--- src/rtl/noaa_seq_divider.sv ---
// rtl/noaa_seq_divider.sv - restoring divider, one quotient bit per clock, saturating Q_W-bit AVG_SD
// Optional round-half-up of the final quotient when NOAA_DIV_ROUND_EN is defined.
module noaa_seq_divider #(
  parameter int NUM_W = 33,
  parameter int DEN_W = 22,
  parameter int Q_W   = 12
) (
  input  logic             CLK,
  input  logic             RESET,
  input  logic             START,
  input  logic [NUM_W-1:0] NUMERATOR,
  input  logic [DEN_W-1:0] DENOMINATOR,
  output logic             BUSY,
  output logic             DONE,
  output logic [Q_W-1:0]   AVG_SD,
  output logic             SAT,
  output logic             DIV_ZERO
);

  localparam int CNT_W = $clog2(NUM_W + 1);

  typedef enum logic [1:0] {
    S_IDLE,
    S_RUN,
    S_FINISH
  } state_t;

  state_t state, state_nxt;

  logic [NUM_W-1:0] num_q;
  logic [DEN_W-1:0] den_q;
  logic [DEN_W:0]   rem_q;
  logic [NUM_W-1:0] quo_q;
  logic [CNT_W-1:0] cnt_q;

  logic [DEN_W:0]   rem_shift;
  logic [DEN_W:0]   rem_nxt;
  logic             q_bit;
  logic             round_up;
  logic [NUM_W:0]   quo_ext;
  logic             quo_sat;

  // The remainder is always below den, so its top bit can be dropped before the shift.
  assign rem_shift = {rem_q[DEN_W-1:0], num_q[NUM_W-1]};
  assign q_bit     = (rem_shift >= {1'b0, den_q});
  assign rem_nxt   = q_bit ? (rem_shift - {1'b0, den_q}) : rem_shift;

`ifdef NOAA_DIV_ROUND_EN
  assign round_up = ({rem_q, 1'b0} >= {2'b00, den_q});
`else
  assign round_up = 1'b0;
`endif

  assign quo_ext = {1'b0, quo_q} + {{NUM_W{1'b0}}, round_up};
  assign quo_sat = |quo_ext[NUM_W:Q_W];

  assign BUSY = (state != S_IDLE);

  always_ff @(posedge CLK or negedge RESET) begin
    if (!RESET) begin
      state <= S_IDLE;
    end else begin
      state <= state_nxt;
    end
  end

  always_comb begin
    state_nxt = state;
    case (state)
      S_IDLE: begin
        if (START) begin
          state_nxt = (DENOMINATOR == '0) ? S_FINISH : S_RUN;
        end
      end
      S_RUN: begin
        if (cnt_q == CNT_W'(1)) begin
          state_nxt = S_FINISH;
        end
      end
      S_FINISH: state_nxt = S_IDLE;
      default:  state_nxt = S_IDLE;
    endcase
  end

  always_ff @(posedge CLK or negedge RESET) begin
    if (!RESET) begin
      num_q    <= '0;
      den_q    <= '0;
      rem_q    <= '0;
      quo_q    <= '0;
      cnt_q    <= '0;
      DONE     <= 1'b0;
      AVG_SD   <= '0;
      SAT      <= 1'b0;
      DIV_ZERO <= 1'b0;
    end else begin
      DONE <= 1'b0;
      case (state)
        S_IDLE: begin
          if (START) begin
            num_q <= NUMERATOR;
            den_q <= DENOMINATOR;
            rem_q <= '0;
            quo_q <= '0;
            cnt_q <= CNT_W'(NUM_W);
          end
        end
        S_RUN: begin
          num_q <= {num_q[NUM_W-2:0], 1'b0};
          rem_q <= rem_nxt;
          quo_q <= {quo_q[NUM_W-2:0], q_bit};
          cnt_q <= cnt_q - CNT_W'(1);
        end
        S_FINISH: begin
          DONE <= 1'b1;
          if (den_q == '0) begin
            AVG_SD   <= '1;
            SAT      <= 1'b0;
            DIV_ZERO <= 1'b1;
          end else if (quo_sat) begin
            AVG_SD   <= '1;
            SAT      <= 1'b1;
            DIV_ZERO <= 1'b0;
          end else begin
            AVG_SD   <= quo_ext[Q_W-1:0];
            SAT      <= 1'b0;
            DIV_ZERO <= 1'b0;
          end
        end
        default: ;
      endcase
    end
  end

endmodule

--- config.mk ---
export PLATFORM = sky130hd
export DESIGN_NAME = noaa_seq_divider
export DESIGN_NICKNAME = d
export VERILOG_FILES = /design/src/rtl/noaa_seq_divider.sv
export SDC_FILE = /design/constraint.sdc
export NUM_CORES = 1
export LEC_CHECK = 0
export CAP_MARGIN = 20
export CORE_MARGIN = 1
export CORE_UTILIZATION = 50
export DETAILED_ROUTE_END_ITERATION = 12
export HOLD_SLACK_MARGIN = 0.15
export PLACE_DENSITY = 0.72
export SYNTH_ARGS = -nofsm -noshare
export SYNTH_HDL_FRONTEND = slang
export SYNTH_SLANG_ARGS = --single-unit
export TNS_END_PERCENT = 1
--- constraint.sdc ---
create_clock -name CLK -period 2.7 [get_ports CLK]
set_input_delay 0.54 -clock CLK [delete_from_list [all_inputs] [get_ports CLK]]
set_output_delay 0.54 -clock CLK [all_outputs]
set_load 0.02 [all_outputs]
==> tab_implementation.tex <==
\begin{tabular}{lr}
\hline
Metric & Value \\
\hline
\multicolumn{2}{l}{\textbf{Hold path}} \\
Type of the worst min-delay path & reg2reg \\
Hold Path Depth & 2 \\
Hold Path End & num\_q[12] \\
Worst hold start & num\_q[12] \\
\multicolumn{2}{l}{\textbf{Pwr}} \\
Overall power & between 10 and 15 mW \\
Total leakage power & $\sim$3.8 nW \\
Areal power density over the cells & between 1000 and 1500 nW/um2 \\
Fraction of power spent switching nets & approximately two fifths \\
Net switching power & between 4 and 5 mW \\
Max IR drop VDD & 1381 uV \\
Internal power & a little over 7 mW \\
Portion of total power attributed to the clock network & around 21\% \\
Share of total power in combinational logic & about half \\
Register share of total power & $\sim$28\% \\
\multicolumn{2}{l}{\textbf{Synth}} \\
Gate count after technology mapping & roughly 650 \\
Post-synthesis adder-cell area fraction & between 4 and 5\% \\
Synth Area in Compound Gates & between 10\% and 20\% \\
Xor and xnor area share after synthesis & about 2.5\% \\
Library cell with the highest instance count after synthesis & sky130\_fd\_sc\_hd\_\_dfrtp\_1 \\
Area of the mapped netlist & 6645 um2 \\
Part of the Yosys area used for sequential elements & roughly 50\% \\
Cells taking the most area after synthesis & sky130\_fd\_sc\_hd\_\_dfrtp\_1, sky130\_fd\_sc\_hd\_\_mux2i\_1, sky130\_fd\_sc\_hd\_\_nand2\_1 \\
Mean area per synthesized cell & between 10 and 15 um2 \\
Cell type with the largest total area after synthesis & sky130\_fd\_sc\_hd\_\_dfrtp\_1 \\
Flip-flop cell with the highest count after synthesis & sky130\_fd\_sc\_hd\_\_dfrtp\_1 \\
Unique masters post-synth & 54 \\
Proportion of register bits with asynchronous set or reset after synthesis & 100.0\% \\
Yosys warns & 0 \\
Share of synthesized cell area in and, or, nand and nor gates & between 10\% and 20\% \\
Yosys top cell area share & roughly 50\% \\
Combinational family with the most area after synthesis & compound AO/OA/AOI/OAI gates \\
Most common library cells after synthesis & sky130\_fd\_sc\_hd\_\_dfrtp\_1, sky130\_fd\_sc\_hd\_\_nand2\_1, sky130\_fd\_sc\_hd\_\_o21ai\_0, sky130\_fd\_sc\_hd\_\_mux2i\_1, sky130\_fd\_sc\_hd\_\_a22o\_1 \\
Mux share of post-synthesis cell area & between 7 and 8\% \\
Net Count, Synth & around 740 \\
\#FFs+latches synth & about 130 \\
Number of synthesized flops with an enable pin & 0 \\
\multicolumn{2}{l}{\textbf{Clock network}} \\
Number of buffers created by CTS & 17 \\
Number of H-tree branching levels & 4 \\
Clock tree from TritonCTS & done \\
Reg clk slew, reported paths & about 0.060 ns \\
Clock Root Buffer & sky130\_fd\_sc\_hd\_\_clkbuf\_16 \\
TritonCTS Sinks & roughly 130 \\
Clock latency reported for the late side of the worst-skew pair & roughly 0.42 ns \\
CTS max path bufs & 2 \\
\multicolumn{2}{l}{\textbf{Worst setup path}} \\
Kind of critical path & reg2reg \\
R2r startpoint & den\_q[16] \\
Critical path, cell by cell & inv\_1 > ha\_2 > a21oi\_2 > o21ai\_1 > a21o\_1 > a221oi\_2 > o21ai\_1 > a21oi\_4 > buf\_6 > mux2i\_2 > o21ai\_1 \\
Arrival @ worst endpoint & 2.87 ns \\
Element type at the critical path end & flop \\
Critical register-to-register path endpoint & rem\_q[1] \\
Worst setup slack for register-to-register paths & $\sim$0.12 ns \\
Most common cell type on the critical path & sky130\_fd\_sc\_hd\_\_o21ai\_1 \\
Kind of start point of the critical path & flop \\
Crit Path Max Fanout & 7 \\
CP Data Required Time & approximately 3.0 ns \\
Largest stage delay, worst path & between 0.4 and 0.5 ns \\
Cell count of the worst reg-to-reg path & 11 \\
Slowest-stage cell, CP & sky130\_fd\_sc\_hd\_\_dfrtp\_1 \\
\multicolumn{2}{l}{\textbf{Die}} \\
Die height & approximately 120 um \\
Die area & 13,760 um2 \\
Initial core utilization & a little over half \\
Width of the die & between 100 and 150 um \\
I/O Pins & between 70 and 80 \\
Number of placement rows & between 40 and 50 \\
CORE AREA & 12,770 um2 \\
\multicolumn{2}{l}{\textbf{Detailed routing}} \\
Remaining antenna violation count after routing & 0 \\
Post-Route WL & between 15,000 and 20,000 um \\
Number of remaining DRC errors & 0 \\
1st-iter DRT viols & 418 \\
Number of iterations in the first detailed-routing pass & 4 \\
Via Count & 5,277 \\
Via/cell ratio & between 5 and 6 \\
Detailed-route wire length per cell & 17.00 um \\
\multicolumn{2}{l}{\textbf{Timing}} \\
Maximum frequency from static timing analysis & between 300 and 400 MHz \\
Unrepaired setup endpoints after global routing & true \\
Skew final & $\sim$0.0083 ns \\
Final min period & 2.576 ns \\
Slew of the pin with the lowest slew margin & $\sim$0.5 ns \\
Total setup violations reported at the end of the flow & 0 \\
Headroom to the max-slew limit & between 60\% and 70\% \\
Final slew viol count & 0 \\
Final Hold Viols & 0 \\
Final worst path period share & a little over nine tenths \\
\multicolumn{2}{l}{\textbf{Cells and area}} \\
Design area & 8361 um2 \\
Area added between synthesis and finish & 25.81\% \\
Final nets & roughly 800 \\
Filler-free cell count of the finished design & 913 \\
Ratio of cells with drive above 1 in the final layout & under 10\% \\
Final antenna diode count & 0 \\
\multicolumn{2}{l}{\textbf{Place}} \\
Cell area after placement & 7612 um2 \\
Global placer's final weighted congestion & 0.9451 \\
Placed wire-length estimate after detailed placement & between 10,000 and 15,000 um \\
Number of I/O port buffers & 73 \\
Cell count after placement & roughly 900 \\
\multicolumn{2}{l}{\textbf{GRT}} \\
First-pass GRT wire length & approximately 26,000 um \\
Total global routing overflow & 0 \\
Largest net degree at the start of global routing & 73 \\
Vias in the first global route & 5,097 \\
Number of antenna violations at the first check in global routing & 0 \\
Global-route total usage across every layer & between 20\% and 30\% \\
\multicolumn{2}{l}{\textbf{Run status}} \\
Outcome & finished, final reports clean \\
\multicolumn{2}{l}{\textbf{Flow run}} \\
Max-cap violations & 0 \\
\hline
\end{tabular}
==> cells in the final DEF, fill, tap and decap left out, types with 15 or more instances in the layout <==
cell,netlist,routed
sky130_fd_sc_hd__dfrtp_1,133,133
sky130_fd_sc_hd__nand2_1,89,89
sky130_fd_sc_hd__clkdlybuf4s50_1,0,72
sky130_fd_sc_hd__o21ai_0,62,62
sky130_fd_sc_hd__mux2i_1,47,45
sky130_fd_sc_hd__a22o_1,35,35
sky130_fd_sc_hd__inv_1,29,29
sky130_fd_sc_hd__ha_1,24,22
sky130_fd_sc_hd__a21oi_1,21,19
sky130_fd_sc_hd__clkbuf_16,0,19
sky130_fd_sc_hd__nor2_1,17,17
sky130_fd_sc_hd__o21ai_1,15,15
sky130_fd_sc_hd__nor4_1,15,15
==> metrics by stage <==
step | hold WS [ns] | TNS [ns] | util, % | setup WS (ns)
finish | 0.4816 | 0 | 65.45 | 0.1237
global route | 0.5028 | -0.07160 | 65.45 | -0.02687
CTS | 0.4835 | 0 | 64.50 | 0.1235
detailed placement | 0.4704 | 0 | 59.59 | 0.1424
global placement | 0.4621 | 0 | 59.59 | 0.1899
floorplan | 0.2444 | 0 | - | 0.4067
==> worst max-delay path: cells and delay by family, from the launching register on <==
family                   cells  cell delay, ns
AO/OA/AOI/OAI                7            1.19
flip-flops                   1            0.41
adder cells (fa/ha/maj)      1            0.32
buffers and inverters        2            0.31
multiplexers                 1            0.23
==> timing repair <==
item / 4_1_cts / 5_1_grt
setup buffers: 0 / 1
hold buffers: 1 / 0
setup endpoints to repair: 0 / 15
hold endpoints to repair: 32 / 0
resized for setup: 0 / 13
==> routing by layer <==
| layer | wire [um] | up-vias | track usage (%) |
|---|---|---|---|
| met4 | 341 | 0 | 8.523 |
| met3 | 851 | 27 | 6.334 |
| met2 | 7227 | 143 | 38.51 |
| met1 | 7097 | 2583 | 32.96 |
| li1 | - | 2524 | - |
| met5 | 0 | - | 0 |
==> cells by family after synthesis <==
kind of cell | after synthesis
compound gates | 191
xor+xnor | 19
simple gates | 170
flops | 133
mux | 48
buf+inv | 67
fa+ha+maj | 25
==> power by group through the flow <==
stage | clock, mW | combinational (mW) | sequential, mW
4_1_cts | 2.47 | 5.80 | 3.29
2_1_floorplan | 0 | 4.15 | 3.29
5_1_grt | 2.56 | 6.75 | 3.40
6_report | 2.44 | 6.14 | 3.29
3_5_place_dp | 0 | 5.74 | 3.31
3_3_place_gp | 0 | 5.58 | 3.28
==> worst max path at each step <==
stage,from,endpoint
floorplan,den_q[1],rem_q[16]
global placement,den_q[16],rem_q[6]
detailed placement,den_q[18],rem_q[1]
CTS,den_q[18],rem_q[1]
global route,den_q[1],rem_q[1]
finish,den_q[16],rem_q[1]
==> area by class of cell <==
type,count,area [um2]
fillers,994,4413
flip-flops and latches,133,3328
multi-input cells,453,3118
repair buffers,93,969.7
clock buffers,23,467.9
well taps,172,215.2
clock inverters,9,148.9
inverters,30,112.6
==> state kept, by name, summed over array words and instances, names as in the netlist <==
name / count
AVG_SD: 12
cnt_q: 6
den_q: 22
SAT: 1
quo_q: 33
DONE: 1
DIV_ZERO: 1
state: 2
num_q: 33
rem_q: 22
No activity file was read; power rests on OpenSTA's default activity.
